## config.mk

```make
export PLATFORM = sky130hd
export DESIGN_NAME = scene_sequencer
export DESIGN_NICKNAME = d
export VERILOG_FILES = /design/src/rtl/scene_sequencer.sv
export SDC_FILE = /design/constraint.sdc
export NUM_CORES = 1
export LEC_CHECK = 0
export ABC_AREA = 1
export CORE_MARGIN = 2
export CORE_UTILIZATION = 50
export CTS_CLUSTER_DIAMETER = 120
export DETAILED_ROUTE_END_ITERATION = 10
export PLACE_DENSITY = 0.75
export SLEW_MARGIN = 10
export SYNTH_ARGS = -nofsm -noshare
export SYNTH_HDL_FRONTEND = slang
export SYNTH_SLANG_ARGS = --single-unit
```

## constraint.sdc

```tcl
create_clock -name Clk -period 2.05 [get_ports Clk]
set_clock_uncertainty 0.15 [all_clocks]
set_input_delay 0.205 -clock Clk [delete_from_list [all_inputs] [get_ports Clk]]
set_output_delay 0.205 -clock Clk [all_outputs]
set_load 0.01 [all_outputs]
```

## src/rtl/scene_sequencer.sv

```systemverilog
// Game-flow controller: title -> intro -> overworld rooms -> battle -> game over.
// Every scene change goes through a timed fade-out to black, a room/scene swap at
// full black, and a fade-in back to visible. Key presses are edge-detected so a
// held key fires once. All outputs are registered.
module scene_sequencer #(
  parameter int         NUM_MAPS   = 4,
  parameter int         FADE_STEPS = 8,
  parameter int         FADE_DIV   = 262144,
  parameter logic [7:0] KEY_START  = 8'h28,
  parameter logic [7:0] KEY_NEXT   = 8'h2C,
  parameter logic [7:0] KEY_ACT    = 8'h1D,
  localparam int        MAP_W      = $clog2(NUM_MAPS),
  localparam int        FADE_W     = $clog2(FADE_STEPS + 1)
) (
  input  logic              Clk,
  input  logic              Reset,
  input  logic [7:0]        keycode,
  input  logic              arrived_door,
  input  logic [MAP_W-1:0]  door_dest,
  input  logic              encounter,
  input  logic              battle_done,
  input  logic              battle_lost,
  output logic [3:0]        status,
  output logic [MAP_W-1:0]  map_idx,
  output logic [FADE_W-1:0] fade_level,
  output logic              scene_start
);

  localparam int PRE_W = (FADE_DIV > 1) ? $clog2(FADE_DIV) : 1;

  typedef enum logic [2:0] {
    S_TITLE    = 3'd0,
    S_INTRO    = 3'd1,
    S_MAP      = 3'd2,
    S_BATTLE   = 3'd3,
    S_GAMEOVER = 3'd4,
    S_FADE_OUT = 3'd5,
    S_FADE_IN  = 3'd6
  } state_t;

  state_t             state, state_n;
  state_t             pend_state, pend_state_n;
  logic [MAP_W-1:0]   pend_map, pend_map_n;
  logic [MAP_W-1:0]   map_idx_n;
  logic [FADE_W-1:0]  fade_n;
  logic [PRE_W-1:0]   prescaler, prescaler_n;
  logic [7:0]         key_q;
  logic [3:0]         status_n;
  logic               scene_start_n;

  logic hit_start, hit_next, hit_act, tick, door_ok;

  // A key "hits" only on the cycle it first appears.
  assign hit_start = (keycode == KEY_START) && (key_q != KEY_START);
  assign hit_next  = (keycode == KEY_NEXT)  && (key_q != KEY_NEXT);
  assign hit_act   = (keycode == KEY_ACT)   && (key_q != KEY_ACT);
  assign tick      = (prescaler == PRE_W'(FADE_DIV - 1));
  // Doors to non-existent rooms or back into the current room do nothing.
  assign door_ok   = (int'(door_dest) < NUM_MAPS) && (door_dest != map_idx);

  // State register and all registered outputs.
  always_ff @(posedge Clk or posedge Reset) begin
    if (Reset) begin
      state       <= S_TITLE;
      pend_state  <= S_TITLE;
      pend_map    <= '0;
      map_idx     <= '0;
      fade_level  <= '0;
      prescaler   <= '0;
      key_q       <= 8'h00;
      status      <= 4'd1;
      scene_start <= 1'b0;
    end else begin
      state       <= state_n;
      pend_state  <= pend_state_n;
      pend_map    <= pend_map_n;
      map_idx     <= map_idx_n;
      fade_level  <= fade_n;
      prescaler   <= prescaler_n;
      key_q       <= keycode;
      status      <= status_n;
      scene_start <= scene_start_n;
    end
  end

  // Next-state logic: scene decisions, fade stepping and the room swap at full black.
  always_comb begin
    state_n      = state;
    pend_state_n = pend_state;
    pend_map_n   = pend_map;
    map_idx_n    = map_idx;
    fade_n       = fade_level;
    prescaler_n  = '0;
    unique case (state)
      S_TITLE: begin
        if (hit_start) begin
          state_n      = S_FADE_OUT;
          pend_state_n = S_INTRO;
        end
      end
      S_INTRO: begin
        if (hit_next) begin
          state_n      = S_FADE_OUT;
          pend_state_n = S_MAP;
          pend_map_n   = '0;
        end
      end
      S_MAP: begin
        // Encounters outrank door use in the same cycle.
        if (encounter) begin
          state_n      = S_FADE_OUT;
          pend_state_n = S_BATTLE;
          pend_map_n   = map_idx;
        end else if (arrived_door && hit_act && door_ok) begin
          state_n      = S_FADE_OUT;
          pend_state_n = S_MAP;
          pend_map_n   = door_dest;
        end
      end
      S_BATTLE: begin
        if (battle_done) begin
          state_n      = S_FADE_OUT;
          pend_state_n = battle_lost ? S_GAMEOVER : S_MAP;
          pend_map_n   = map_idx;
        end
      end
      S_GAMEOVER: begin
        if (hit_start) begin
          state_n      = S_FADE_OUT;
          pend_state_n = S_TITLE;
          pend_map_n   = '0;
        end
      end
      S_FADE_OUT: begin
        prescaler_n = tick ? '0 : prescaler + PRE_W'(1);
        if (tick) begin
          fade_n = fade_level + FADE_W'(1);
          if (fade_level == FADE_W'(FADE_STEPS - 1)) begin
            state_n   = S_FADE_IN;
            map_idx_n = pend_map;
          end
        end
      end
      S_FADE_IN: begin
        prescaler_n = tick ? '0 : prescaler + PRE_W'(1);
        if (tick) begin
          fade_n = fade_level - FADE_W'(1);
          if (fade_level == FADE_W'(1)) begin
            state_n = pend_state;
          end
        end
      end
      default: begin
        state_n = S_TITLE;
      end
    endcase
  end

  // Output decode from the next state so the registered outputs track the state register.
  always_comb begin
    status_n      = 4'd0;
    scene_start_n = (state == S_FADE_IN) && (state_n != S_FADE_IN);
    unique case (state_n)
      S_TITLE:    status_n = 4'd1;
      S_INTRO:    status_n = 4'd2;
      S_MAP:      status_n = 4'd3;
      S_BATTLE:   status_n = 4'd4;
      S_GAMEOVER: status_n = 4'd5;
      default:    status_n = 4'd0;
    endcase
  end

endmodule

```

## Word level (Yosys, flattened, before mapping)

Cells that the tools add are included.

- Reduce and logical (&&, ||, !) cells: 17
- Muxes and demuxes: 30
- Equality and inequality tests: 28
- $add $sub $neg: 3

Operator list:

| cell | number |
|---|---|
| $mux 3 | 16 |
| $mux 18 | 2 |
| $pmux 3 s5 | 2 |
| $add 18x1->18 const B | 1 |
| $eq 18x18->1 const B | 1 |
| $pmux 3 s6 | 1 |
| $eq 8x6->1 const B | 2 |
| $ne 8x6->1 const B | 2 |
| $eq 3x2->1 const B | 4 |
| $eq 3x3->1 const B | 4 |
| $ne 2x2->1 const B | 6 |
| $mux 2 | 5 |
| $eq 8x5->1 const B | 1 |
| $mux 4 | 2 |
| $ne 8x5->1 const B | 1 |
| $pmux 2 s4 | 1 |
| $pmux 4 s2 | 1 |
| $eq 3x1->1 const B | 2 |
| $logic_and 1x1->1 | 6 |
| $logic_not 3->1 | 2 |
| $ne 3x3->1 const B | 2 |
| $reduce_and 3->1 | 2 |
| $reduce_and 6->1 | 1 |
| $reduce_and 5->1 | 1 |
| other kinds (9) | 10 |

- Flip-flop bits (word level): 45

## Logic depth before layout (Yosys ltp)

Gate-level depths: netlist of the first run.

- Depth after elaboration: 9
- Depth in mapped cells: 12

## Least setup slack after synthesis of the first run

No wires, ideal clock.

- Path kind: register to register
- Start point: reg prescaler[0]
- End point: reg fade_level[1]
- Path slack: 0.317 ns
- Period minus slack after synthesis: 1.733 ns
- Required time: 1.775 ns
- Path buffers: 0
- Arrival: 1.458 ns
- Cell stages (with the launch flop): 10
- Cell sequence: dfrtp_1 -> ha_1 -> nand2_1 -> nor2_4 -> nand2_4 -> nor2_8 -> nand2_2 -> clkinv_2 -> nand2_2 -> mux2_4

- Cells in the longest elaborated chain, start to end: 3
- Elaborated cells on any way between the ends: 4
- Those cells by class: 3 x eq/ne; 1 x reduce/logical

RTL lines:

| what | line | text |
|---|---|---|
| start: declaration | 46 | `logic [PRE_W-1:0] prescaler, prescaler_n;` |
| start signal: assignment | 79 | `prescaler <= prescaler_n;` |
| $eq 18x18->1 (*) | 57 | `assign tick = (prescaler == PRE_W'(FADE_DIV - 1));` |
| $ne 2x2->1 (no source line) | n/a |  |
| $reduce_and 3->1 (no source line) (*) | n/a |  |
| end signal: assignment | 78 | `fade_level <= fade_n;` |
| end: declaration | 25 | `output logic [FADE_W-1:0] fade_level,` |

Every way passes the cells marked *; elsewhere a longest branch is shown, timed or not.
A chain may end at the register's enable or synchronous reset.

## Worst setup path after layout of the first run

- Start point: reg prescaler[0]
- End point: reg scene_start

- Cells in the longest elaborated chain, start to end: 5
- Elaborated cells on any way between the ends: 6
- Those cells by class: 2 x eq/ne; 3 x mux; 1 x reduce/logical

RTL lines:

| what | line | text |
|---|---|---|
| $eq 18x18->1 (*) | 57 |  |
| $mux 3 (on tied branches) | 146, 136 |  |
| $pmux 3 s6 (*) | 94 | `unique case (state)` |
| named net state_n[1] | 41 | `state_t state, state_n;` |
| $ne 3x3->1 (*) | 162 | `scene_start_n = (state == S_FADE_IN) && (state_n != S_FADE_IN);` |
| $logic_and 1x1->1 (*) | 162 |  |
| named net scene_start_n | 49 | `logic scene_start_n;` |
| end signal: assignment | 82 | `scene_start <= scene_start_n;` |
| end: declaration | 26 | `output logic scene_start` |

Mark *: on every way through the listed nets, which the timed path passes. The rest lies on a longest branch.

==> flow_summary.yaml, run 1 <==
yosys:
  synth_top_area_share_pct: 43.37
  async_flop_share_pct: 100.0
  synthesis.area_um2: 2481
  yosysUniqueCellTypes: 41
  synth_ff_type: "dfrtp_1"
  synth_most_common_cell: "nand2_1"
  synth_area_leader_cell: "dfrtp_1"
  netlist_top_cells_area: "dfrtp_1 43%, nand2_1 9.1%, nor2_1 7.4%"
  syn_inst: 311
  ys_seq_area_share_pct: 44.43
  postSynthAreaPerCell_um2: 7.978
  synth_edf_count: 0
  synthTopCellsByCount: "60 x nand2_1, 49 x nor2_1, 44 x inv_1, 43 x dfrtp_1, 15 x nand3_1"
  synth-seq-cells: 44
  syn-num-nets: 331
  synth_warnings: 0
timing:
  setup_violations: 0
  fin_crit_ps: 1889
  final-max-slew-violation-count: 0
  clock.fmax_ghz: 0.5293
  tns_ps: 0
  fin_ws_ps: 160.7
  finalHoldViolCount: 0
  fin_crit_sh_pct: 92.16
  rsz0062_at_grt: "false"
layout:
  final_cells: 411
  layout-drive-gt1-share_pct: 15.70
  n_antenna_cell: 0
  fin_nets: 363
  syn_to_final_growth_pct: 20.52
power:
  power_switching_uw: 552.3
  p_int_mw: 1.472
  clkPwrFrac_pct: 34.9
  seqPwrFrac_pct: 47.8
  ir_worst_vdd_v: 0.0004454
  leakage_nw: 1.450
  p_sw_share_pct: 27.28
  comb_power_share_pct: 17.3
  power_density_nw_per_um2: 677.0
detailed_routing:
  drc: 0
  wirelength_um: 4838
  antenna_left: 0
  drtIter0Drc: 87
  post_drt_wl_per_cell_um: 11.77
  routed_via_density: 4.891
  vias: 2010
  drt-pass1-iter-count: 4
die:
  chipWidth_um: 74.45
  die-area_um2: 5542
  initial_core_util_pct: 52.18
  die_y_um: 74.45
  num_rows: 25
  num_io_pins: 27
  core-area_um2: 4755
clocking:
  cts_tree: "done"
  clk_pin_slew_ps: 90
  ctsHoldBuffers: 0
  insertion_delay_ps: 310
  cts_buffers: 5
  clock-sinks: 44
  htree_levels: 2
  root_buffer: "clkbuf_8"
  clockBufferDepth: 2
critical_path:
  cp_slowest_stage_delay_ps: 380
  cp_max_fo: 4
  arrival_ps: 1930
  critical_path.slowest_cell: "dfrtp_1"
  cp.required_ps: 2090
  path_cells: "ha_2 > nand2_1 > nor2_4 > nand3_4 > nor2_4 > nand4_1 > nand3_4 > nand2_2 > nor2_2 > nor2_1"
  worstSetupEndpointType: "flip-flop"
  cp-start-kind: "flip-flop"
  path_class: "reg2reg"
job:
  max-cap-violations: 0
global_route:
  grt-ovfl-total: 0
  antenna_found_initial: 0
  grt_max_degree: 45
  grt_pass1_vias: 1953
  grt_pass1_wl_um: 8293
  grt.total_usage_pct: 19.40
placed_design:
  place_hpwl_um: 3608
  port-buffer-count: 25
  gp_congestion: 0.8126
  dp.cells: 401
  place_worst_setup_slack_ps: 21.21
outcome:
  status: "completed"
hold_path:
  min_path_type: "in2async"
critical path: cells and delay by family (launching register included):
kind	cells	cell delay [ps]
adders and majority gates	1	190
DFF	1	380
and+or+nand+nor	9	1060
power by group through the flow:
stage	Combinational, mW	Sequential [mW]	Clock, mW
2_1_floorplan	0.221	0.978	0
3_3_place_gp	0.335	0.983	0
6_report	0.350	0.968	0.707
3_5_place_dp	0.341	0.983	0
5_1_grt	0.393	0.975	0.757
4_1_cts	0.341	0.968	0.729
metrics by stage:
stage / area (um2) / utilization [%] / power, mW / hold WS (ps)
3_5_place_dp: 2818 / 59.26 / 1.324 / 313.6
4_1_cts: 2939 / 61.82 / 2.038 / 86.50
5_1_grt: 2990 / 62.89 / 2.125 / 140.0
2_1_floorplan: 2481 / - / 1.199 / 86.43
3_3_place_gp: 2818 / 59.26 / 1.317 / 306.9
6_report: 2990 / 62.89 / 2.024 / 81.81
layout by cell type, fill, tap and decap left out, types with 3 or more instances in the layout:
cell type	count
nand2_1	59
nor2_1	47
inv_1	43
dfrtp_1	43
clkdlybuf4s50_1	25
nand3_1	15
o21ai_0	10
nand2_2	8
xor2_1	8
nor3_1	7
nor2_2	7
inv_2	6
a21oi_1	6
nand4_1	6
clkbuf_8	6
nor2_4	5
clkinv_1	3
nand3_4	3
ha_1	3
path summary, 6_finish.rpt:
| kind | start | to | slack, ps | cells past startpoint |
|---|---|---|---|---|
| worst max register to register | prescaler[0]$_DFF_PP0_ | scene_start$_DFF_PP0_ | 160 | 10 |
| worst min-delay path | Reset | prescaler[7]$_DFF_PP0_ | 80 | 3 |
| min in group Clk | keycode[7] | key_q[7]$_DFF_PP0_ | 220 | 1 |
| worst max-delay path | prescaler[0]$_DFF_PP0_ | scene_start$_DFF_PP0_ | 160 | 10 |
| worst min register to register | pend_map[1]$_DFFE_PP0P_ | pend_map[1]$_DFFE_PP0P_ | 350 | 2 |
| max in group asynchronous | Reset | status[0]$_DFF_PP1_ | 1400 | 3 |
sequential cells by signal, indices dropped and copies added (netlist names):
signal,flops
fade_level,4
key_q,8
map_idx,2
pend_map,2
pend_state,3
prescaler,18
scene_start,1
state,3
status,3
final cells by class:
type / instances / area, um2
fill: 438 / 1764
multi-input combinational: 211 / 1197
timing repair buffer: 28 / 285.3
sequential: 44 / 1102
inverter: 53 / 200.2
clock inverter: 2 / 38.79
tap: 67 / 83.83
clock buffer: 6 / 82.58
cells by family (layout without fill, tap and decap cells):
kind of cell,count (synthesis),in the layout,synth area share [%]
AO/OA/AOI/OAI,25,25,6.052
XOR/XNOR,10,10,3.530
adder cells (fa/ha/maj),4,4,2.017
buffers and inverters,56,89,8.775
flip-flops,44,44,44.43
multiplexers,2,2,1.008
other,1,1,0.1511
AND/OR/NAND/NOR,169,169,34.04
what timing repair did:
item,4_1_cts,5_1_grt
setup endpoints to repair,0,4
buffers inserted,0,2
resized for setup,0,8
layer usage:
layer | up-vias | share of wire [%] | global-route usage, %
met2 | 30 | 50 | 33.24
li1 | 1032 | - | -
met5 | - | 0 | 0
met1 | 935 | 45 | 24.96
met4 | 0 | 2.1 | 5.357
met3 | 13 | 2.8 | 4.065
No activity file was read; power rests on OpenSTA's default activity.
==> run 2: changes to the inputs <==
- ABC_CLOCK_PERIOD_IN_PS: default -> 2050
==> results of run 2 <==
Final layout, timing and power as in run 1 (identical DEF).
==> run 3: changes to the inputs <==
- SKIP_CTS_REPAIR_TIMING: default -> 1
==> results of run 3 <==
Final layout, timing and power as in run 1 (identical DEF).
